## src/rtl/onchip_mem_port_arbiter.sv

```systemverilog
// Two-master arbiter sharing one port of a dual-port on-chip RAM (registered address, read latency 1).
// Macro ARB_ROUND_ROBIN_EN selects round-robin arbitration; otherwise fixed priority to master 0 with a starvation guard for master 1.
module onchip_mem_port_arbiter #(
  parameter int ADDR_W       = 13,
  parameter int DATA_W       = 32,
  parameter int STARVE_LIMIT = 4
) (
  input  logic                  clk,
  input  logic                  reset,
  input  logic [ADDR_W-1:0]     m0_address,
  input  logic [DATA_W/8-1:0]   m0_byteenable,
  input  logic                  m0_read,
  input  logic                  m0_write,
  input  logic [DATA_W-1:0]     m0_writedata,
  output logic                  m0_waitrequest,
  output logic [DATA_W-1:0]     m0_readdata,
  output logic                  m0_readdatavalid,
  input  logic [ADDR_W-1:0]     m1_address,
  input  logic [DATA_W/8-1:0]   m1_byteenable,
  input  logic                  m1_read,
  input  logic                  m1_write,
  input  logic [DATA_W-1:0]     m1_writedata,
  output logic                  m1_waitrequest,
  output logic [DATA_W-1:0]     m1_readdata,
  output logic                  m1_readdatavalid,
  output logic [ADDR_W-1:0]     mem_address,
  output logic [DATA_W/8-1:0]   mem_byteenable,
  output logic [DATA_W-1:0]     mem_writedata,
  output logic                  mem_chipselect,
  output logic                  mem_write,
  output logic                  mem_clken,
  input  logic [DATA_W-1:0]     mem_readdata
);

  logic req0_s;
  logic req1_s;
  logic grant0_s;
  logic grant1_s;
  logic rd_issue_s;
  logic last_grant_r;
  logic inflight_valid_r;
  logic inflight_owner_r;

  assign req0_s = m0_read | m0_write;
  assign req1_s = m1_read | m1_write;

`ifdef ARB_ROUND_ROBIN_EN
  // Contention goes to the master that did not win last time
  always_comb begin
    grant0_s = 1'b0;
    grant1_s = 1'b0;
    if (reset) begin
      grant0_s = 1'b0;
      grant1_s = 1'b0;
    end else if (req0_s && req1_s) begin
      if (last_grant_r) begin
        grant0_s = 1'b1;
      end else begin
        grant1_s = 1'b1;
      end
    end else if (req0_s) begin
      grant0_s = 1'b1;
    end else if (req1_s) begin
      grant1_s = 1'b1;
    end else begin
      grant0_s = 1'b0;
      grant1_s = 1'b0;
    end
  end
`else
  localparam int CNT_W = $clog2(STARVE_LIMIT + 1);
  localparam logic [CNT_W-1:0] STARVE_MAX = CNT_W'(STARVE_LIMIT);

  logic [CNT_W-1:0] starve_cnt_r;

  // Contention goes to master 0 unless master 1 has waited STARVE_LIMIT cycles
  always_comb begin
    grant0_s = 1'b0;
    grant1_s = 1'b0;
    if (reset) begin
      grant0_s = 1'b0;
      grant1_s = 1'b0;
    end else if (req0_s && req1_s) begin
      if (starve_cnt_r == STARVE_MAX) begin
        grant1_s = 1'b1;
      end else begin
        grant0_s = 1'b1;
      end
    end else if (req0_s) begin
      grant0_s = 1'b1;
    end else if (req1_s) begin
      grant1_s = 1'b1;
    end else begin
      grant0_s = 1'b0;
      grant1_s = 1'b0;
    end
  end

  // Saturating count of consecutive cycles master 1 requests and loses
  always_ff @(posedge clk) begin
    if (reset) begin
      starve_cnt_r <= {CNT_W{1'b0}};
    end else if (!req1_s || grant1_s) begin
      starve_cnt_r <= {CNT_W{1'b0}};
    end else if (starve_cnt_r != STARVE_MAX) begin
      starve_cnt_r <= starve_cnt_r + CNT_W'(1);
    end else begin
      starve_cnt_r <= starve_cnt_r;
    end
  end
`endif

  // Steer the granted master onto the RAM port
  always_comb begin
    mem_address    = {ADDR_W{1'b0}};
    mem_byteenable = {(DATA_W/8){1'b0}};
    mem_writedata  = {DATA_W{1'b0}};
    mem_chipselect = 1'b0;
    mem_write      = 1'b0;
    rd_issue_s     = 1'b0;
    case ({grant1_s, grant0_s})
      2'b01: begin
        mem_address    = m0_address;
        mem_byteenable = m0_byteenable;
        mem_writedata  = m0_writedata;
        mem_chipselect = 1'b1;
        mem_write      = m0_write;
        rd_issue_s     = m0_read & ~m0_write;
      end
      2'b10: begin
        mem_address    = m1_address;
        mem_byteenable = m1_byteenable;
        mem_writedata  = m1_writedata;
        mem_chipselect = 1'b1;
        mem_write      = m1_write;
        rd_issue_s     = m1_read & ~m1_write;
      end
      default: begin
        mem_chipselect = 1'b0;
        mem_write      = 1'b0;
        rd_issue_s     = 1'b0;
      end
    endcase
  end

  // Master-side handshake; everyone is held off while in reset
  always_comb begin
    m0_waitrequest   = 1'b1;
    m1_waitrequest   = 1'b1;
    m0_readdatavalid = 1'b0;
    m1_readdatavalid = 1'b0;
    mem_clken        = 1'b0;
    if (reset) begin
      m0_waitrequest   = 1'b1;
      m1_waitrequest   = 1'b1;
      m0_readdatavalid = 1'b0;
      m1_readdatavalid = 1'b0;
      mem_clken        = 1'b0;
    end else begin
      m0_waitrequest   = req0_s & ~grant0_s;
      m1_waitrequest   = req1_s & ~grant1_s;
      m0_readdatavalid = inflight_valid_r & ~inflight_owner_r;
      m1_readdatavalid = inflight_valid_r & inflight_owner_r;
      mem_clken        = 1'b1;
    end
  end

  // RAM output is unregistered here; the valid strobes decide who may use it
  assign m0_readdata = mem_readdata;
  assign m1_readdata = mem_readdata;

  // Track last winner and the single read that may be in flight
  always_ff @(posedge clk) begin
    if (reset) begin
      last_grant_r     <= 1'b1;
      inflight_valid_r <= 1'b0;
      inflight_owner_r <= 1'b0;
    end else begin
      if (grant0_s || grant1_s) begin
        last_grant_r <= grant1_s;
      end else begin
        last_grant_r <= last_grant_r;
      end
      inflight_valid_r <= rd_issue_s;
      if (rd_issue_s) begin
        inflight_owner_r <= grant1_s;
      end else begin
        inflight_owner_r <= inflight_owner_r;
      end
    end
  end

endmodule

```

## config.mk

```make
export PLATFORM = sky130hd
export DESIGN_NAME = onchip_mem_port_arbiter
export DESIGN_NICKNAME = d
export VERILOG_FILES = /design/src/rtl/onchip_mem_port_arbiter.sv
export SDC_FILE = /design/constraint.sdc
export NUM_CORES = 1
export LEC_CHECK = 0
export CAP_MARGIN = 30
export CORE_AREA = 2 2 98 100
export CTS_BUF_LIST = sky130_fd_sc_hd__clkbuf_8
export DETAILED_ROUTE_END_ITERATION = 10
export DIE_AREA = 0 0 100 102
export GPL_ROUTABILITY_DRIVEN = 1
export GPL_TIMING_DRIVEN = 0
export PLACE_DENSITY_LB_ADDON = 0.12
export SLEW_MARGIN = 20
export SYNTH_ARGS = -nofsm -noshare
export SYNTH_HDL_FRONTEND = slang
export SYNTH_SLANG_ARGS = --single-unit
export TNS_END_PERCENT = 10
```

## constraint.sdc

```tcl
create_clock -name clk -period 2.79 [get_ports clk]
set_input_delay 0.279 -clock clk [delete_from_list [all_inputs] [get_ports clk]]
set_output_delay 0.279 -clock clk [all_outputs]
set_load 0.02 [all_outputs]
```

# Word level (Yosys, flattened, before mapping)
# Index checks and enable logic that the tools add are counted.
[totals]
register_bits = 5
wordCells = 46
[op_classes]
add_sub_neg = 1
eq_ne = 4
mux = 20
n_bitwise = 13
n_reduce_logical = 5
[op_table]
columns = ["op", "count"]
rows = [
  ["one-hot mux 32 bit (2 select lines)", 1],
  ["one-hot mux 13 bit (2 select lines)", 1],
  ["two-way mux 1 bit", 15],
  ["one-hot mux 4 bit (2 select lines)", 1],
  ["AND 1 bit", 6],
  ["NOT 1 bit", 5],
  ["one-hot mux 1 bit (2 select lines)", 2],
  ["OR reduction 2 bit", 2],
  ["adder 3 x 1 -> 3 bit (second input constant)", 1],
  ["== test 3 bit (second input constant)", 1],
  ["inequality test 3 bit (second input constant)", 1],
  ["== test 2 x 1 -> 1 bit (second input constant)", 1],
  ["== test 2 bit (second input constant)", 1],
  ["OR 1 bit", 2],
  ["logical AND 1 bit", 1],
  ["logical NOT 1 bit", 1],
  ["logical OR 1 bit", 1],
]

# Longest topological paths before layout
# Gate-level depths: netlist of the first run.
[logic_depth]
ltp_word = 8
depth_mapped = 10
ltp_nobuf = 9

# Worst setup path after synthesis of the first run
# Ideal clock, no wire load.
[synth_timing]
kind = "register -> output"
from = "register starve_cnt_r[0]"
to = "output mem_write"
arrival_time_ps = 1799
t_required_ps = 2511
setup_slack_ps = 712
stages_incl_launch_ff = 11
path_cell_list = "dfxtp_1 inv_1 ha_1 nand2_1 nor2_1 nor3_1 ha_1 clkbuf_1 buf_2 a22oi_1 nor2_1"
[synth_between]
elab_chain_cells = 6
elab_cells_between_ends = 10
[synth_lines]
columns = ["element", "line_no", "text"]
rows = [
  ["from (decl)", "74", "logic [CNT_W-1:0] starve_cnt_r;"],
  ["from (signal assigned)", "102", "starve_cnt_r <= {CNT_W{1'b0}};"],
  ["from (signal assigned)", "104", "starve_cnt_r <= {CNT_W{1'b0}};"],
  ["from (signal assigned)", "106", "starve_cnt_r <= starve_cnt_r + CNT_W'(1);"],
  ["== test 3 bit *", "84", "if (starve_cnt_r == STARVE_MAX) begin"],
  ["two-way mux 1 bit", "84", ""],
  ["two-way mux 1 bit", "83", "end else if (req0_s && req1_s) begin"],
  ["two-way mux 1 bit", "80", "if (reset) begin"],
  ["== test 2 bit or == test 2 x 1 -> 1 bit (tied branches)", "121", "case ({grant1_s, grant0_s})"],
  ["one-hot mux 1 bit (2 select lines) *", "121", ""],
  ["to (decl)", "30", "output logic mem_write,"],
]
# Mark *: on every way between the ends. The rest lies on a longest branch, timed or not.

# Final worst setup path of the first run
[layout_timing]
from = "register starve_cnt_r[0]"
to = "output mem_address[2]"
[layout_between]
elab_chain_cells = 6
elab_cells_between_ends = 10
[layout_lines]
columns = ["element", "line_no", "text"]
rows = [
  ["== test 3 bit *", "84", ""],
  ["two-way mux 1 bit", "84", ""],
  ["two-way mux 1 bit", "83", ""],
  ["two-way mux 1 bit", "80", ""],
  ["== test 2 bit or == test 2 x 1 -> 1 bit (tied branches)", "121", ""],
  ["one-hot mux 13 bit (2 select lines) *", "121", ""],
  ["to (decl)", "26", "output logic [ADDR_W-1:0] mem_address,"],
]
# Marks and branches as above.

==> results of run 1 <==
## through the flow
stage / instance area (sq um) / util, %
2_1_floorplan: 1470 / -
3_3_place_gp: 3840 / 42.2
3_5_place_dp: 3840 / 42.2
4_1_cts: 3840 / 42.1
5_1_grt: 3660 / 40.2
6_report: 3660 / 40.2
## flip-flops by register name, indices dropped and copies added, names as in the netlist
register / flops
inflight_owner_r: 1
inflight_valid_r: 1
starve_cnt_r: 3
## cells by family after synthesis
family / Yosys count
fa+ha+maj: 4
buf+inv: 88
compound gates: 56
flops: 5
mux: 1
simple gates: 69
## Yosys cell counts
| library cell | instances | share of area, % |
|---|---|---|
| sky130_fd_sc_hd__buf_4 | 64 | 33 |
| sky130_fd_sc_hd__o2bb2ai_2 | 1 | 1.0 |
| sky130_fd_sc_hd__nand2_1 | 4 | 1.0 |
| sky130_fd_sc_hd__nor3_2 | 1 | 0.68 |
| sky130_fd_sc_hd__or3_4 | 1 | 0.77 |
| sky130_fd_sc_hd__or3_1 | 1 | 0.43 |
| sky130_fd_sc_hd__nor3_1 | 1 | 0.34 |
| sky130_fd_sc_hd__a41oi_2 | 1 | 1.1 |
| sky130_fd_sc_hd__a22oi_1 | 50 | 26 |
| sky130_fd_sc_hd__dfxtp_1 | 5 | 6.8 |
| sky130_fd_sc_hd__and3_1 | 1 | 0.43 |
| sky130_fd_sc_hd__ha_1 | 4 | 3.4 |
| sky130_fd_sc_hd__clkbuf_1 | 7 | 1.8 |
| sky130_fd_sc_hd__inv_1 | 6 | 1.5 |
| sky130_fd_sc_hd__nand3_1 | 1 | 0.34 |
| sky130_fd_sc_hd__o31ai_1 | 1 | 0.51 |
| sky130_fd_sc_hd__o21ai_0 | 1 | 0.34 |
| sky130_fd_sc_hd__mux2i_1 | 1 | 0.68 |
| sky130_fd_sc_hd__o211ai_1 | 1 | 0.51 |
| sky130_fd_sc_hd__nor3b_1 | 1 | 0.51 |
| sky130_fd_sc_hd__buf_2 | 11 | 3.7 |
| sky130_fd_sc_hd__a21oi_1 | 1 | 0.34 |
| sky130_fd_sc_hd__nor2_1 | 57 | 15 |
| sky130_fd_sc_hd__and4bb_1 | 1 | 0.85 |
## timing repair
action / CTS / global route
resized for setup: 61 / 101
hold endpoints to repair: 0 / 0
endpoints found under the setup margin: 50 / 51
## cell type report
| type | count | area [sq um] | area share [%] |
|---|---|---|---|
| inverter | 6 | 22.5 | 0.616 |
| clock buffer | 3 | 41.3 | 1.13 |
| tap | 111 | 139 | 3.80 |
| timing repair buffer | 223 | 1990 | 54.4 |
| clock inverter | 1 | 3.75 | 0.103 |
| multi-input combinational | 130 | 792 | 21.6 |
| buffer | 80 | 571 | 15.6 |
| sequential | 5 | 100 | 2.74 |
## power by group through the flow
stage | Sequential (mW) | Combinational (mW) | Clock [mW]
after floorplan | 0.0770 | 0.292 | 0
after global placement | 0.0773 | 0.639 | 0
after detailed placement | 0.0774 | 0.641 | 0
after CTS | 0.0764 | 0.622 | 0.136
after global routing | 0.0766 | 0.649 | 0.139
final | 0.0764 | 0.607 | 0.129
## final timing paths
check,startpoint,endpoint,depth (start not counted)
max reg2reg,starve_cnt_r[0]$_SDFFE_PP0P_,inflight_owner_r$_SDFFE_PP0P_,9
min,starve_cnt_r[0]$_SDFFE_PP0P_,starve_cnt_r[0]$_SDFFE_PP0P_,1
min reg2reg,starve_cnt_r[0]$_SDFFE_PP0P_,starve_cnt_r[0]$_SDFFE_PP0P_,1
max,starve_cnt_r[0]$_SDFFE_PP0P_,mem_address[2],9
## layer usage
metal | routed length [microns] | vias to the layer above | global-route usage [%] | share of wire, %
met5 | 0 | - | 0 | 0
met4 | 17 | 0 | 1.58 | 0.21
met3 | 740 | 2 | 2.53 | 9.3
met2 | 4260 | 133 | 26.9 | 54
met1 | 2930 | 1004 | 14.7 | 37
li1 | - | 1160 | - | -
## critical path: cells and delay by family (launching register included)
family,cells,cell delay [ps]
and+or+nand+nor,1,130
buffers and inverters,4,790
DFF,1,350
AOI/OAI and AO/OA,2,330
adders and majority gates,2,570
==> impl_summary.md, run 1 <==
Outcome
The run finished with clean final reports.

Timing
For this run, the top clock speed supported by timing is 376 MHz. The final setup violation count is 0. The smallest clock period supported by the final layout is computed as 2660 ps. Dividing the final minimum period by the clock period gives 95.3%. The final hold violation count is 0. Clock skew on the completed layout was measured at 1.44 ps.

The final setup TNS is 0 ps. The worst-case setup margin in the final layout is 130 ps. At the pin with the least slew margin, the transition time is 334 ps. The final worst hold slack is 453 ps.

Setup repair after global routing could not meet its margin everywhere. The relative max-transition margin is 77.6%. The number of max-slew violations in the final report came to 0.

Cells and area
Leaving out fill and tap cells, the most frequent cells in the layout are 172 x sky130_fd_sc_hd__clkdlybuf4s50_1, 68 x sky130_fd_sc_hd__buf_4, 56 x sky130_fd_sc_hd__nor2_1. The total of fill cells in the finished design is 977. The finished layout holds 559 standard cells, fillers aside.

The commonest non-fill, non-tap cell in the layout is sky130_fd_sc_hd__clkdlybuf4s50_1. The area growth from synthesis to layout is 149%. 0 antenna diodes ended up in the layout. The layout net count is 589. The ratio of cells with drive above 1 in the final layout is 31.0%.

CTS
Buffers added to address setup during post-CTS repair amount to 0. Clock tree synthesis found a total of 5 sinks. The clock transition at the registers of the reported paths is 30 ps. The number of hold-repair buffers added at the cts stage is 0. No sink is reached through more buffers than the 2 on the longest clock path.

At the later pin of the worst-skew pair, clock insertion delay measures 220 ps. The CTS tree is built. In this run the number of H-tree levels came out at 1. The cell at the root of the clock tree is sky130_fd_sc_hd__clkbuf_8.

Counting the buffers created by CTS gives 3.

Synth
Measured against the total synthesized area, the mux share comes to 0.681%. Of the total synthesized cell area, the portion taken by full adders, half adders and majority gates is 3.41%. Of the total synthesized cell area, the portion taken by AND, OR, NAND and NOR gates is 19.9%.

After synthesis, the largest family of logic cells by area is buffers and inverters. The mean instance size in the synthesized netlist is 6.59 sq um. The count of cell types in the netlist is 24. The number of nets in the synthesized netlist is 363. The count of yosys warnings during synthesis is 0. The mapped cell area is 1470 sq um. Synthesis inferred 5 register bits.

Summing the areas of all compound-gate instances in the mapped netlist gives 29.4% of the synthesized area. Synthesis handed over a netlist of 223 instances. Of the total synthesized cell area, the portion taken by XOR and XNOR cells is 0%. Sequential elements use 6.81% of the synthesized area.

Critical path
The worst setup path is captured at an output pin. The type of element launching the critical path is a flop. Data arrives at the worst endpoint at 2380 ps. The signal on the critical path passes through inv_1, ha_1, o2bb2ai_2, o211ai_1, ha_2, buf_2, clkbuf_2, nor2_1, clkdlybuf4s15_1. For flop-to-flop paths, the worst setup slack is 580 ps. For this design, the slowest cell found on the critical path is sky130_fd_sc_hd__dfxtp_1. The worst setup path is of the reg2out kind. On the worst path, the slowest cell contributes a delay of 350 ps. At the worst endpoint, the required time is 2510 ps.

Of all nets on the critical path, the largest fanout is 10.

Floorplanning
In this run the core area contains 35 standard-cell rows. The die covers 10200 sq um. The die is 102 microns tall. The initial core utilization is 16.1%. The top-level I/O count is 256. The total core area is 9110 sq um. In this run the horizontal extent of the chip is 100 microns.

Route
The final route contains 2299 vias. The final routed wire length divided by cell count is 14.2 microns. The via density per instance is 4.11.

The detailed router finished its first iteration with 50 violations. The residual antenna-violating net count after detailed routing is 0. The sum of routed wire length over all layers is 7950 microns. The first-pass iteration count of the detailed router is 4. For this run, design rule violations remaining after detail routing come to 0.

Power
The power density over the cells is 222 nW/um^2. The design draws 0.813 mW. The share of total power dissipated in combinational logic is 74.7%. The sequential share of power is 9.4%. For this design the static power due to leakage is 1.66 nW. The portion of total power attributed to the clock network is 15.9%. The peak ir drop on the vdd network is 199 uV.

The internal power of the cells totals 0.507 mW. The analysis attributes to net switching a power of 0.305 mW. The switching power as a share of total power is 37.6%.

GRT
For this run, the total global-route usage over all layers was measured as 13.3%. The via count of the first global-routing pass is 2224. The total congestion overflow is 0. The first global-routing pass estimated 11000 microns of wire. The initial antenna violation count is 0. Entering global routing, the biggest net connects 11 pins.

Placed design
At the end of routability-driven placement, the weighted congestion stood at 0.736. The count of buffers added on input and output ports is 223. The post-placement cell count is 557. The post-detailed-placement half-perimeter wirelength is 6800 microns. The pre-CTS setup slack is -391 ps.

Flow run
The number of max-capacitance violations reported is 0.

Min path
The worst hold path belongs to the class reg2reg.
Power figures use the tool's default switching activity.
==> run 2: changes to the inputs <==
CORE_AREA = 2 2 100 102   (was 2 2 98 100)
DIE_AREA = 0 0 102 104   (was 0 0 100 102)
clock period = 2.2 ns   (was 2.79 ns; I/O delays follow)
==> impl_summary.md, run 2 (same netlist as run 1, synthesis figures left out) <==
Cells and area
The area growth from synthesis to layout is 174%. The filler-free cell count of the finished design is 589 (+5.4%). The layout net count is 597 (+1.4%). The largest registers in the layout are starve_cnt_r (3), inflight_owner_r (1), inflight_valid_r (1). The post-route cell area was 4030 sq um (+10%).

The flip-flop count of the largest register after layout was 3 (unchanged). The antenna cell count is 0 (unchanged). The library cell used most frequently in the layout, excluding fill and tap cells, is sky130_fd_sc_hd__clkdlybuf4s50_1. The ratio of cells with drive above 1 in the final layout came to 38.4% (+7.4 points).

The register containing the most flip-flops in the final layout is starve_cnt_r. The top cell types in the final layout, fill and taps aside, are 167 x sky130_fd_sc_hd__clkdlybuf4s50_1, 92 x sky130_fd_sc_hd__buf_4, 54 x sky130_fd_sc_hd__nor2_1.

CTS
The worst-skew pair later-pin latency is 230 ps (about the same). The number of H-tree levels is 1 (unchanged). The number of buffers on the longest clock path is 2 (unchanged).

The number of sinks driven by the clock tree is 5 (unchanged). The number of buffers inserted during clock tree synthesis is 3 (unchanged). The number of hold-repair buffers added at the cts stage is 0 (unchanged). TritonCTS built the clock tree. The clock transition at the registers of the reported paths is 40 ps (about the same). The tree is rooted in a sky130_fd_sc_hd__clkbuf_8.

Timing
The worst-case setup margin in the final layout came to -23.8 ps (-154 ps). The final setup violation count is 29 (+29). The post-route clock skew was 1.51 ps (+0.0790 ps). The post-route fraction of the period consumed by the critical path is 101%.

The final hold violation count is 0 (unchanged). Setup repair after global routing could not meet its margin everywhere. The final worst hold slack is 447 ps (-6.44 ps). The relative max-transition margin is 83.4% (+5.7 points). After layout, the minimum clock period comes to 2220 ps.

The number of max-slew violations in the final report was 0 (unchanged). The measured slew at the worst slew-check pin is 248 ps (-85.5 ps). Timing would allow up to 450 MHz.

Route
The via density per instance came to 4.05 (-1.5%). The number of DRC markers after the initial detailed-route iteration came to 63 (+26%). The first-pass iteration count of the detailed router was 4 (unchanged). The total via count after detailed routing is 2385 (+3.7%).

The final routed wire length divided by cell count was 14.1 microns (-0.62%). The detailed-route DRC error count is 0 (unchanged). The sum of routed wire length over all layers is 8330 microns (+4.7%). The residual antenna-violating net count after detailed routing is 0 (unchanged).

Critical path
Traced cell by cell, the critical path runs through inv_2, ha_4, nand2_4, nor2_2, or3_4, ha_4, buf_6, a22oi_1, nor2_1, buf_2. The worst setup path is captured at an output pin. The required time reported for the critical path endpoint is 1980 ps (-530 ps). The arrival time at the worst endpoint is 2000 ps (-380 ps). The cell at the slowest stage of the critical path is sky130_fd_sc_hd__or3_4.

The maximum fanout count along the critical path is 10 (unchanged). By startpoint and endpoint, the worst setup path is classified as reg2out. The highest cell delay on the worst timing path came to 340 ps (about the same). Counting stages on the worst path, the most repeated cell is sky130_fd_sc_hd__ha_4.

STA classifies the critical path startpoint as a flop.

Floorplanning
The initial core utilization is 15.4% (-0.74 points). The die outline area is 10600 sq um (+4.0%). The total core area came to 9550 sq um (+4.8%). The number of placement rows was 36 (+2.9%). The top-level I/O count was 256 (unchanged). The vertical die dimension was 104 microns (+2.0%). The x dimension of the die came to 102 microns (+2.0%).

Placed design
The post-placement cell area came to 3870 sq um (+0.72%). The global placer's final weighted congestion is 0.772 (+4.8%). The port buffer count was 223 (unchanged). The pre-CTS setup slack is -894 ps (-502 ps).

The post-placement cell count is 579 (+3.9%). The post-detailed-placement half-perimeter wirelength is 6820 microns (+0.37%).

Power
The peak ir drop on the vdd network is 155 uV (-22%). The static power due to leakage is 1.78 nW (+7.5%). The power density over the cells is 278 nW/um^2 (+25%). The final total power is 1.12 mW (+38%).

Flow run
The number of max-capacitance violations reported is 0 (unchanged).

GRT
The via count of the first global-routing pass is 2347 (+5.5%). The global-route met2 utilization was 28.1% (+1.2 points). The first-pass GRT wire length is 12100 microns (+9.8%).

The maximum number of pins on one net before global-route repair is 11 (unchanged). The layer flagged by global routing as most heavily used is met2. The met3 layer usage reported by global route came to 2.35% (-0.18 points). The total congestion overflow is 0 (unchanged). The initial antenna violation count is 0 (unchanged).

The global-route usage over all layers is 14.2% (+0.90 points). The met1 usage in global routing is 15.2% (+0.53 points).

Min path
The worst hold-check path type is in2reg.

Outcome
The checks that failed: negative setup slack. The flow ran to the end, but the final reports show violations.
run 2: what timing repair did:
action                     CTS  global route
gates resized for setup    273            23
cloned                       2             0
setup endpoints to repair   52            51
pin swaps                    6             3
setup buffers                7             0
run 2: area by class of cell:
class | count | area, sq um
Fill cell | 1011 | 5520
Clock buffer | 3 | 41.3
Tap cell | 133 | 166
Sequential cell | 5 | 103
Clock inverter | 1 | 3.75
Inverter | 6 | 22.5
Timing Repair Buffer | 232 | 2100
Buffer | 79 | 652
Multi-Input combinational cell | 130 | 932
run 2: metrics by stage:
| stage | util, % | setup TNS [ps] |
|---|---|---|
| final | 42.2 | -368 |
| after global routing | 42.2 | -5230 |
| after CTS | 41.4 | -392 |
| after detailed placement | 40.5 | -43450 |
| after global placement | 40.5 | -43380 |
| after floorplan | - | 0 |
run 2: power by group:
part	leakage, nW	switching [mW]	internal (mW)	total (mW)
sequential	0.0414	0.00239	0.0949	0.0973
combinational	1.71	0.364	0.486	0.849
clock	0.0269	0.0520	0.120	0.172
total	1.78	0.418	0.701	1.12
run 2: routing by layer:
metal | vias up | wire (microns)
li1 | 1176 | -
met1 | 1067 | 3040
met2 | 133 | 4440
met3 | 9 | 725
met4 | 0 | 120
met5 | - | 0
run 2: worst paths after layout:
check	start	end	slack [ps]	cells past startpoint
worst max-delay path	starve_cnt_r[0]$_SDFFE_PP0P_	mem_address[0]	-20	10
worst min register to register	inflight_owner_r$_SDFFE_PP0P_	inflight_owner_r$_SDFFE_PP0P_	510	2
worst max register to register	starve_cnt_r[0]$_SDFFE_PP0P_	inflight_owner_r$_SDFFE_PP0P_	160	9
worst min-delay path	reset	inflight_valid_r$_SDFF_PP0_	450	2
run 2: critical path: cells and delay by family, from the launching register on:
family / cells / cell delay (ps)
AO/OA/AOI/OAI: 1 / 180
adder cells (fa/ha/maj): 2 / 400
buffers and inverters: 3 / 350
flip-flops: 1 / 330
AND/OR/NAND/NOR: 4 / 500
==> run 3: changes to the inputs <==
SLEW_MARGIN = not set   (was 20)
==> results of run 3 <==
Same layout as run 2: the final DEF is identical, and so are final timing and power.
